--- config.mk ---
export PLATFORM = sky130hd
export DESIGN_NAME = uart_tx_ctrl
export DESIGN_NICKNAME = d
export VERILOG_FILES = /design/src/rtl/uart_tx_ctrl_pkg.sv /design/src/rtl/uart_baud_gen.sv /design/src/rtl/uart_tx_ctrl.sv
export SDC_FILE = /design/constraint.sdc
export NUM_CORES = 1
export LEC_CHECK = 0
export CAP_MARGIN = 20
export CORE_MARGIN = 2
export CORE_UTILIZATION = 50
export CTS_CLUSTER_SIZE = 12
export DETAILED_ROUTE_END_ITERATION = 10
export PLACE_DENSITY_LB_ADDON = 0.08
export SETUP_SLACK_MARGIN = 0.3
export SYNTH_ARGS = -nofsm -noshare
export SYNTH_HDL_FRONTEND = slang
export SYNTH_SLANG_ARGS = --single-unit
export TNS_END_PERCENT = 30
--- constraint.sdc ---
create_clock -name i_clk -period 5.98 [get_ports i_clk]
set_input_delay 1.196 -clock i_clk [delete_from_list [all_inputs] [get_ports i_clk]]
set_output_delay 1.196 -clock i_clk [all_outputs]
set_load 0.02 [all_outputs]
--- src/rtl/uart_tx_ctrl_pkg.sv ---
// Shared UART definitions: FSM state encoding, default baud divisor and parity helpers.
// The receive side imports the same package so both directions agree on encodings.
package uart_tx_ctrl_pkg;

   typedef enum logic [2:0] {
      ST_IDLE,
      ST_START,
      ST_DATA,
      ST_PARITY,
      ST_STOP
   } tx_state_e;

   localparam int DEFAULT_CLKS_PER_BAUD = 868;

   localparam logic PARITY_MODE_EVEN = 1'b0;
   localparam logic PARITY_MODE_ODD  = 1'b1;

   // Narrower data words are zero-extended by the caller, which leaves the XOR unchanged.
   function automatic logic parity_of(input logic [7:0] data, input logic odd);
      return (^data) ^ odd;
   endfunction

endpackage

--- src/rtl/uart_baud_gen.sv ---
// Bit-period counter shared by the UART transmitter and receiver.
// Counts 0..CLKS_PER_BAUD-1 and flags the terminal count and the cycle before it.
module uart_baud_gen
   import uart_tx_ctrl_pkg::*;
#(
   parameter int CLKS_PER_BAUD = DEFAULT_CLKS_PER_BAUD
) (
   input  logic i_clk,
   input  logic i_reset_w,
   input  logic i_restart_w,
   output logic o_tick_w,
   output logic o_pre_tick_w
);

   localparam int CW = (CLKS_PER_BAUD > 1) ? $clog2(CLKS_PER_BAUD) : 1;
   localparam logic [CW-1:0] LAST = CW'(CLKS_PER_BAUD - 1);
   localparam logic [CW-1:0] PRE  = CW'(CLKS_PER_BAUD - 2);

   logic [CW-1:0] cnt_q;
   logic [CW-1:0] cnt_d;

   always_comb begin
      cnt_d = cnt_q + CW'(1);
      if (i_restart_w || (cnt_q == LAST)) begin
         cnt_d = '0;
      end
   end

   always_ff @(posedge i_clk or posedge i_reset_w) begin
      if (i_reset_w) begin
         cnt_q <= '0;
      end else begin
         cnt_q <= cnt_d;
      end
   end

   assign o_tick_w     = (cnt_q == LAST);
   assign o_pre_tick_w = (cnt_q == PRE);

endmodule

--- src/rtl/uart_tx_ctrl.sv ---
// UART transmit sequencer: pops bytes from a first-word-fall-through FIFO and
// serialises start / data (LSB first) / optional parity / stop onto o_tx_w.
module uart_tx_ctrl
   import uart_tx_ctrl_pkg::*;
#(
   parameter int CLKS_PER_BAUD = DEFAULT_CLKS_PER_BAUD,
   parameter int DATA_BITS     = 8,
   parameter int PARITY_EN     = 0,
   parameter int PARITY_ODD    = 0,
   parameter int STOP_BITS     = 1
) (
   input  logic                 i_clk,
   input  logic                 i_reset_w,
   input  logic                 i_enable_w,
   input  logic [DATA_BITS-1:0] i_fifo_data_w,
   input  logic                 i_fifo_empty_w,
   output logic                 o_fifo_read_w,
   output logic                 o_tx_w,
   output logic                 o_busy_w,
   output logic                 o_frame_done_w
);

   localparam int BW = $clog2(DATA_BITS + 1);
   localparam logic [BW-1:0] LAST_DATA = BW'(DATA_BITS - 1);
   localparam logic [BW-1:0] LAST_STOP = BW'(STOP_BITS - 1);
   localparam logic PAR_MODE = (PARITY_ODD != 0) ? PARITY_MODE_ODD : PARITY_MODE_EVEN;

   tx_state_e            state_q;
   logic [DATA_BITS-1:0] shift_q;
   logic                 parity_q;
   logic [BW-1:0]        bit_cnt_q;
   logic                 tx_q;
   logic                 busy_q;
   logic                 done_q;

   logic baud_restart;
   logic tick;
   logic pre_tick;
   logic can_pop;
   logic last_stop;
   logic pop;

   // The counter is held at zero while idle so the start bit gets a full period.
   assign baud_restart = (state_q == ST_IDLE);

   uart_baud_gen #(
      .CLKS_PER_BAUD(CLKS_PER_BAUD)
   ) u_baud (
      .i_clk       (i_clk),
      .i_reset_w   (i_reset_w),
      .i_restart_w (baud_restart),
      .o_tick_w    (tick),
      .o_pre_tick_w(pre_tick)
   );

   // Pops happen from idle or in the final stop cycle; reset blocks them so no byte
   // leaves the FIFO while the sequencer is held.
   assign can_pop   = i_enable_w && !i_fifo_empty_w && !i_reset_w;
   assign last_stop = (bit_cnt_q == LAST_STOP);
   assign pop       = can_pop && ((state_q == ST_IDLE) ||
                                  ((state_q == ST_STOP) && last_stop && tick));

   always_ff @(posedge i_clk or posedge i_reset_w) begin
      if (i_reset_w) begin
         state_q   <= ST_IDLE;
         shift_q   <= '0;
         parity_q  <= 1'b0;
         bit_cnt_q <= '0;
         tx_q      <= 1'b1;
         busy_q    <= 1'b0;
         done_q    <= 1'b0;
      end else begin
         done_q <= 1'b0;
         unique case (state_q)
            ST_IDLE: begin
               if (pop) begin
                  shift_q   <= i_fifo_data_w;
                  parity_q  <= parity_of(8'(i_fifo_data_w), PAR_MODE);
                  bit_cnt_q <= '0;
                  tx_q      <= 1'b0;
                  busy_q    <= 1'b1;
                  state_q   <= ST_START;
               end
            end
            ST_START: begin
               if (tick) begin
                  tx_q    <= shift_q[0];
                  state_q <= ST_DATA;
               end
            end
            ST_DATA: begin
               if (tick) begin
                  if (bit_cnt_q == LAST_DATA) begin
                     bit_cnt_q <= '0;
                     if (PARITY_EN != 0) begin
                        tx_q    <= parity_q;
                        state_q <= ST_PARITY;
                     end else begin
                        tx_q    <= 1'b1;
                        state_q <= ST_STOP;
                     end
                  end else begin
                     bit_cnt_q <= bit_cnt_q + BW'(1);
                     shift_q   <= shift_q >> 1;
                     tx_q      <= shift_q[1];
                  end
               end
            end
            ST_PARITY: begin
               if (tick) begin
                  tx_q    <= 1'b1;
                  state_q <= ST_STOP;
               end
            end
            ST_STOP: begin
               if (last_stop && pre_tick) begin
                  done_q <= 1'b1;
               end
               if (tick) begin
                  if (!last_stop) begin
                     bit_cnt_q <= bit_cnt_q + BW'(1);
                  end else if (pop) begin
                     shift_q   <= i_fifo_data_w;
                     parity_q  <= parity_of(8'(i_fifo_data_w), PAR_MODE);
                     bit_cnt_q <= '0;
                     tx_q      <= 1'b0;
                     state_q   <= ST_START;
                  end else begin
                     bit_cnt_q <= '0;
                     tx_q      <= 1'b1;
                     busy_q    <= 1'b0;
                     state_q   <= ST_IDLE;
                  end
               end
            end
            default: begin
               state_q <= ST_IDLE;
            end
         endcase
      end
   end

   assign o_fifo_read_w  = pop;
   assign o_tx_w         = tx_q;
   assign o_busy_w       = busy_q;
   assign o_frame_done_w = done_q;

endmodule

==> flow_metrics.py <==
metrics = {
    "floorplanning": {
        "start_util_pct": 52.15,
        "ios": 16,
        "die_w_um": 60.20,
        "core_um2": 3028,
        "die-height_um": 60.20,
        "die_area_um2": 3623,
        "num_rows": 20,
    },
    "pwr": {
        "finalPower_w": 0.0003355,
        "leakagePower_nw": 0.7619,
        "power.density_nw_per_um2": 184.6,
        "peakVddDrop_v": 0.0001200,
    },
    "setup_path": {
        "reg2reg_to": "shift_q[2]",
        "crit_type": "in -> out",
        "worstPathRequired_ns": 4.78,
        "cp-start-kind": "input pin",
        "startpoint": "i_enable_w",
        "r2r_start": "bit_cnt_q[0]",
        "r2r_cells": 7,
        "r2r_slack_ns": 3.75,
        "end_kind": "output pin",
        "crit_arrival_ns": 3.36,
        "crit_fanout": 5,
    },
    "grt": {
        "grt-ovfl-total": 0,
        "grt_use_total_pct": 18.24,
        "grt_pass1_wl_um": 4899,
        "antenna_found_initial": 0,
        "grt_max_degree": 29,
        "first_global_vias": 1134,
    },
    "routing": {
        "drtIter0Drc": 43,
        "routed_wirelength_um": 2803,
        "ant_nets": 0,
        "viasPerCell": 5.425,
        "drc": 0,
        "drt_first_pass_iters": 5,
        "wl_per_cell_um": 13.10,
        "via_count": 1161,
    },
    "synthesis": {
        "synth_top_family_by_area": "simple AND/OR/NAND/NOR gates",
        "synth_mux_area_share_pct": 12.60,
        "synth_compound_area_share_pct": 9.350,
        "avgSynthCellArea_um2": 10.25,
        "synth-warning-count": 0,
        "synthTopCellsByArea": "dfrtp_1 43%, mux2_2 11%, nor2_1 4.0%",
        "yosys.area.top_type": "dfrtp_1",
        "synth_xor_area_share_pct": 4.992,
        "synth_simple_gate_area_share_pct": 20.36,
        "syn_nets": 170,
        "syn_inst": 154,
        "netlist_area_um2": 1579,
        "ys_seq_area_share_pct": 44.45,
        "ys_seq_elements": 28,
        "synth_top_area_share_pct": 42.79,
        "ys_types": 43,
        "post_synth_fa_ha_maj_area_fraction_pct": 3.170,
    },
    "clock_tree": {
        "cts-root-buf": "clkbuf_4",
        "cts_tree": "built",
        "clk_pin_slew_ns": 0.15,
        "clock-sinks": 28,
        "clockBufferDepth": 2,
        "htree_levels": 1,
        "numCtsBuffers": 3,
        "clk_latency_ns": 0.33,
        "cts_hold_buf": 0,
        "post_cts_resized": 0,
        "post_cts_buffers": 0,
    },
    "sta": {
        "final-hold-violation-count": 0,
        "fin_setup_tns_ns": 0,
        "grt_setup_unrepaired": "false",
        "relSlewSlack_pct": 58.89,
        "drv_slew": 0,
        "worst_clock_skew_ns": 0.004140,
        "fin_crit_sh_pct": 76.15,
        "post-route-min-period_ns": 4.554,
        "timing.fmax_mhz": 219.6,
        "tightest_slew_ns": 0.6140,
        "fin_ws_ns": 1.427,
        "final-setup-viol-count": 0,
    },
    "placement": {
        "dp_hpwl_um": 2010,
        "portBuffers": 15,
        "gp_congestion": 0.8276,
        "pre_cts_slack_ns": 1.471,
    },
    "min_path": {
        "holdPathStages": 1,
        "hold_start": "shift_q[2]",
        "hold_path.class": "reg -> reg",
        "holdPathEnd": "shift_q[2]",
    },
    "job": {
        "cap_viol_max_count": 0,
    },
    "layout": {
        "final_layout_size_suffix_gt1_share_pct": 16.47,
        "final_common_cell": "dfrtp_1",
        "diodes": 0,
        "area_delta_synth_final_pct": 15.13,
        "fin_nets": 187,
        "most-common-layout-cells": "27 x dfrtp_1, 17 x nor2_1, 15 x mux2_2, 15 x clkdlybuf4s50_1, 12 x nand2_1",
    },
    "run_status": {
        "status": "complete, no violations",
    },
}
-- power breakdown --
group          switching (W)  internal, W
Sequential        0.00000115     0.000192
Clock              0.0000560    0.0000678
Combinational     0.00000671    0.0000121
-- state kept, by name (all words and copies together), names as in the netlist --
register        cells
o_frame_done_w      1
shift_q             8
bit_cnt_q           4
u_baud.cnt_q       10
state_q             3
o_tx_w              1
o_busy_w            1
-- cell usage after synthesis --
library cell  instances
nand4_1               1
or3b_2                2
and2b_1               1
clkbuf_8              2
nor2_1               17
or2_0                 1
buf_6                 1
a31oi_1               1
nor3b_1               1
buf_4                 1
and3_1                4
o22ai_1               1
nand4b_1              2
nand3_1               9
nand2_1              12
xor2_1                3
a21boi_0              1
dfrtp_1              27
or3_1                 2
xnor2_1               6
a21oi_4               1
o21ai_0               5
o211ai_1              1
o31ai_1               2
nor4_1                1
o32ai_1               1
o2bb2ai_1             1
inv_1                 9
o21ai_2               1
mux2_2               15
mux2i_1               3
o21ai_1               1
and2_1                1
a22oi_1               1
dfstp_2               1
nand3_2               1
nand2b_1              1
or4b_1                1
a21oi_1               5
nor2b_1               1
nor3b_2               1
ha_1                  4
nor3_2                1
-- critical path, cell delays in order --
cell             delay (ns)
clkdlybuf4s50_1        0.46
nor3b_1                0.47
nand3_1                0.28
a21oi_1                0.30
clkdlybuf4s50_1        0.66
-- how the worst max path moves through the flow --
| stage | cells after the start | slack, ns | endpoint |
|---|---|---|---|
| CTS | 5 | 1.47 | o_fifo_read_w |
| finish | 5 | 1.43 | o_fifo_read_w |
| global placement | 5 | 1.55 | o_fifo_read_w |
| global route | 5 | 1.33 | o_fifo_read_w |
| floorplan | 3 | 2.57 | o_fifo_read_w |
| detailed placement | 5 | 1.47 | o_fifo_read_w |
-- per-stage QoR --
step | std cells | hold WS [ns] | util [%] | cell area [um2]
4_1_cts | 213 | 0.5254 | 59.13 | 1790
6_report | 214 | 0.5206 | 60.04 | 1818
2_1_floorplan | 154 | 0.4739 | - | 1579
3_3_place_gp | 209 | 0.4838 | 57.40 | 1738
3_5_place_dp | 209 | 0.4928 | 57.40 | 1738
5_1_grt | 214 | 0.5501 | 60.04 | 1818
-- layer usage --
layer  part of all wire, %  GRT usage (%)  up-vias
li1                      -              -      567
met1                    45          21.20      554
met2                    50          33.07       31
met3                   3.0          2.597        9
met4                   2.1          7.619        0
met5                     0              0        -
-- cells by family (layout without fill, tap and decap cells) --
family / count (synthesis) / in the layout
and+or+nand+nor: 60 / 60
DFF: 28 / 28
AOI/OAI and AO/OA: 22 / 22
muxes: 18 / 18
buffers and inverters: 13 / 29
xor gates and xnor gates: 9 / 9
adders and majority gates: 4 / 4
-- cell type report --
cell class / count / area, um2
sequential: 28 / 701.9
multi-input combinational: 113 / 797.0
clock inverter: 1 / 30.03
tap: 44 / 55.05
clock buffer: 3 / 22.52
inverter: 9 / 33.78
fill: 276 / 1210
timing repair buffer: 16 / 177.7
Note: power is estimated with default switching activity, not from simulation.
==> patch 1, RTL diff (same settings) <==
Compare `cnt_q` against `PRE` with >= in place of ==.
--- a/src/rtl/uart_baud_gen.sv
+++ b/src/rtl/uart_baud_gen.sv
@@ -35,7 +35,7 @@
    end
 
    assign o_tick_w     = (cnt_q == LAST);
-   assign o_pre_tick_w = (cnt_q == PRE);
+   assign o_pre_tick_w = (cnt_q >= PRE);
 
 endmodule
 
Check against the original RTL: no difference found for any inputs over 10 cycles, from zero or initial values and one cycle with i_reset_w high; that may be too few to reach the edited logic, so the function may still have changed.
==> patch 1 against the original RTL <==
Setup slack got worse by 0.24 ns. Utilization is 0.49 points higher. Cell area rose by 1.7%. Wire length increased by 25%. Synthesized area rose by 2.1%. Sequential cell count stayed put. Highest routed layer unchanged.
Power is not compared: it rests on default switching activity, and its combinational part moved more than twofold at a synthesized area within 25%.
==> patch 1: results (changes against the original RTL) <==
Clock Skew 0.00443 ns (+0.000287 ns); CP arrival 3.60 ns (+0.24 ns); ys async rst share 1.00 (unchanged); first-pass GRT wire length 5.91 mm (+21%); vias in the first global route 1310 (+16%); sequential fraction of the synthesis area 0.435 (-0.00931); post_cts resized 0 (unchanged); first drt pass iteration count 4 (-1); mux share of post-synthesis cell area 0 (-0.126); via/cell ratio 6.14 (+13%); met1 Use GR 0.290 (+0.0775); met2 Track Usage GR 0.344 (+0.0133); postcts setup bufs 0 (unchanged); slew margin rel. 0.483 (-0.106); FF-to-FF setup slack 3.61 ns (-0.14 ns); worst reg2reg path depth 5 (-2); Tmin final 4.80 ns (+0.243 ns); share of post-route cells with drive strength above 1 0.101 (-0.0636); Post-Syn Nets 181 (+6.5%); hold path start shift_q[7]$_DFFE_PP0P_; R2R Path Start u_baud.cnt_q[0]$_DFF_PP0_; core area 0.00305 mm2 (+0.83%); Fin Hold WS 0.528 ns (+0.00776 ns); Post-synth top cells 27 x dfrtp_1, 17 x nor2_1, 10 x nand3_1; Iteration-0 DRC Markers 118 (+170%); met2 WL 1.68 mm (+20%); Placed Area 0.00178 mm2 (+2.7%); Final nets 195 (+4.3%); status completed; GP Congestion 0.947 (+14%); DR WL/cell 15.8 um (+21%); routed length on met3 122 um (+47%); Hold Path Depth 2 (+1); Worst Hold End shift_q[7]$_DFFE_PP0P_; synth top area cells dfrtp_1 42%, nand4b_1 4.9%, o221a_2 4.9%, nor2_1 4.0%, xnor2_1 3.3%; Final HPWL DP 2.45 mm (+22%); M3 GR Usage 0.0299 (+0.00388); worst-path fanout max 9 (+4); Filler cells 279 (+1.1%); metal1 wirelength 1.65 mm (+32%)
==> patch 1: cell count changes after synthesis, sizes merged, moves of 3 or more <==
cell,delta
o31ai,+3
o221a,+7
nand3b,+3
mux2,-15
nor3,+3
mux2i,-3
nand2,-7
nand4b,+7
clkbuf,+4
==> patch 1: metrics by stage <==
step           std cells  power (mW)
3_5_place_dp         217       0.482
2_1_floorplan        165       0.436
4_1_cts              221       0.579
6_report             222       0.579
3_3_place_gp         217       0.475
5_1_grt              222       0.622
==> patch 1: layout make-up <==
cell class                 count  area, um2  share of cell area
multi-input combinational    121        843               0.456
inverter                       9       33.8              0.0183
tap                           44       55.1              0.0298
timing repair buffer          16        178              0.0961
sequential                    28        702               0.380
clock buffer                   4       36.3              0.0196
==> patch 1: critical path, cell delays in order <==
cell and delay (ns):
clkdlybuf4s50_1 0.46, or3b_1 0.43, nor2_1 0.49, and3_1 0.38, clkdlybuf4s50_1 0.65
==> patch 2, RTL diff (config.mk and constraints unchanged) <==
Made on the original files. Change the package constant `DEFAULT_CLKS_PER_BAUD` from 868 to 3472.
--- a/src/rtl/uart_tx_ctrl_pkg.sv
+++ b/src/rtl/uart_tx_ctrl_pkg.sv
@@ -10,7 +10,7 @@
       ST_STOP
    } tx_state_e;
 
-   localparam int DEFAULT_CLKS_PER_BAUD = 868;
+   localparam int DEFAULT_CLKS_PER_BAUD = 3472;
 
    localparam logic PARITY_MODE_EVEN = 1'b0;
    localparam logic PARITY_MODE_ODD  = 1'b1;
Formal check against the unedited RTL: same outputs for any inputs over 10 cycles, from zero or initial values and one cycle with i_reset_w high; that may be too few to reach the edited logic, so the function may still have changed.
==> patch 2 against the original RTL <==
Maximum frequency is 3.3% higher. Sequential share of layout area rose by 1.4 points. Sequential cell count increased by 2. Critical path depth did not move. Clock skew is 0.0013 ns higher. Synthesized area increased by 1.2%. Cell area increased by 3.4%. Setup slack better by 0.14 ns. Via count rose by 6.6%. Wire length is 8.5% higher. Highest routed layer unchanged. Utilization increased by 1.5 points.
Power is not compared: it rests on default switching activity, and its combinational part moved more than twofold at a synthesized area within 25%.
==> patch 2: results (changes against the original RTL) <==
status completed; H-tree levels 2 (+1); Adder-Cell Fraction of Synth Area 0.0313 (-0.000372); worst reg2reg path depth 5 (-2); FF-to-FF setup slack 3.78 ns (+0.03 ns); Mapped Cells 165 (+7.1%); mux share of post-synthesis cell area 0.0439 (-0.0821); hold path start shift_q[7]$_DFFE_PP0P_; via/cell ratio 5.41 (-0.35%); reg2reg end bit_cnt_q[3]$_DFFE_PP0P_; All-Layer GR Usage 0.200 (+0.0172); sequential fraction of the synthesis area 0.471 (+0.0261); Post-synth top cells 29 x dfrtp_1, 19 x nand2_1, 16 x nor2_1; synth top area cells dfrtp_1 45%, nand2_1 4.5%, mux2i_1 4.4%, o21ai_0 4.4%, nor2_1 3.8%; CTS Buf Count 5 (+2); vias in the first global route 1214 (+7.1%); DR WL/cell 13.3 um (+1.4%); first drt pass iteration count 4 (-1); Fin Hold WS 0.494 ns (-0.0271 ns); XOR/XNOR Fraction of Synth Area 0.0603 (+0.0104); first-pass GRT wire length 5.33 mm (+8.9%); Clock Skew 0.00548 ns (+0.00134 ns); routed length on met3 153 um (+84%); Worst Hold End shift_q[7]$_DFFE_PP0P_; Regs by FF count u_baud.cnt_q: 12 flops, shift_q: 8 flops, bit_cnt_q: 4 flops
-- patch 2: cell types whose count changed after synthesis, sizes merged, moves of 2 or more --
cell,change
nand3,-2
o21ai,+9
nor3,+3
a21oi,-2
xor2,+3
mux2,-15
mux2i,+4
nand2,+7
inv,-2
a21o,+2
dfrtp,+2
-- patch 2: cell type report --
type | count | area [um2] | area share
sequential | 30 | 752 | 0.400
multi-input combinational | 122 | 793 | 0.422
tap | 44 | 55.1 | 0.0293
timing repair buffer | 18 | 193 | 0.103
clock buffer | 7 | 55.1 | 0.0293
clock inverter | 1 | 5.00 | 0.00266
inverter | 7 | 26.3 | 0.0140
-- patch 2: metal layers --
metal | GRT usage | vias to the layer above
met1 | 0.250 | 588
li1 | - | 617
met3 | 0.0640 | 6
met2 | 0.325 | 27
met4 | 0.0745 | 0
met5 | 0 | -
-- patch 2: tightest hold or removal path, delay by kind of cell (launching register included) --
family             cells  cell delay, ns
and+or+nand+nor        1            0.05
AOI/OAI and AO/OA      1            0.06
DFF                    1            0.35
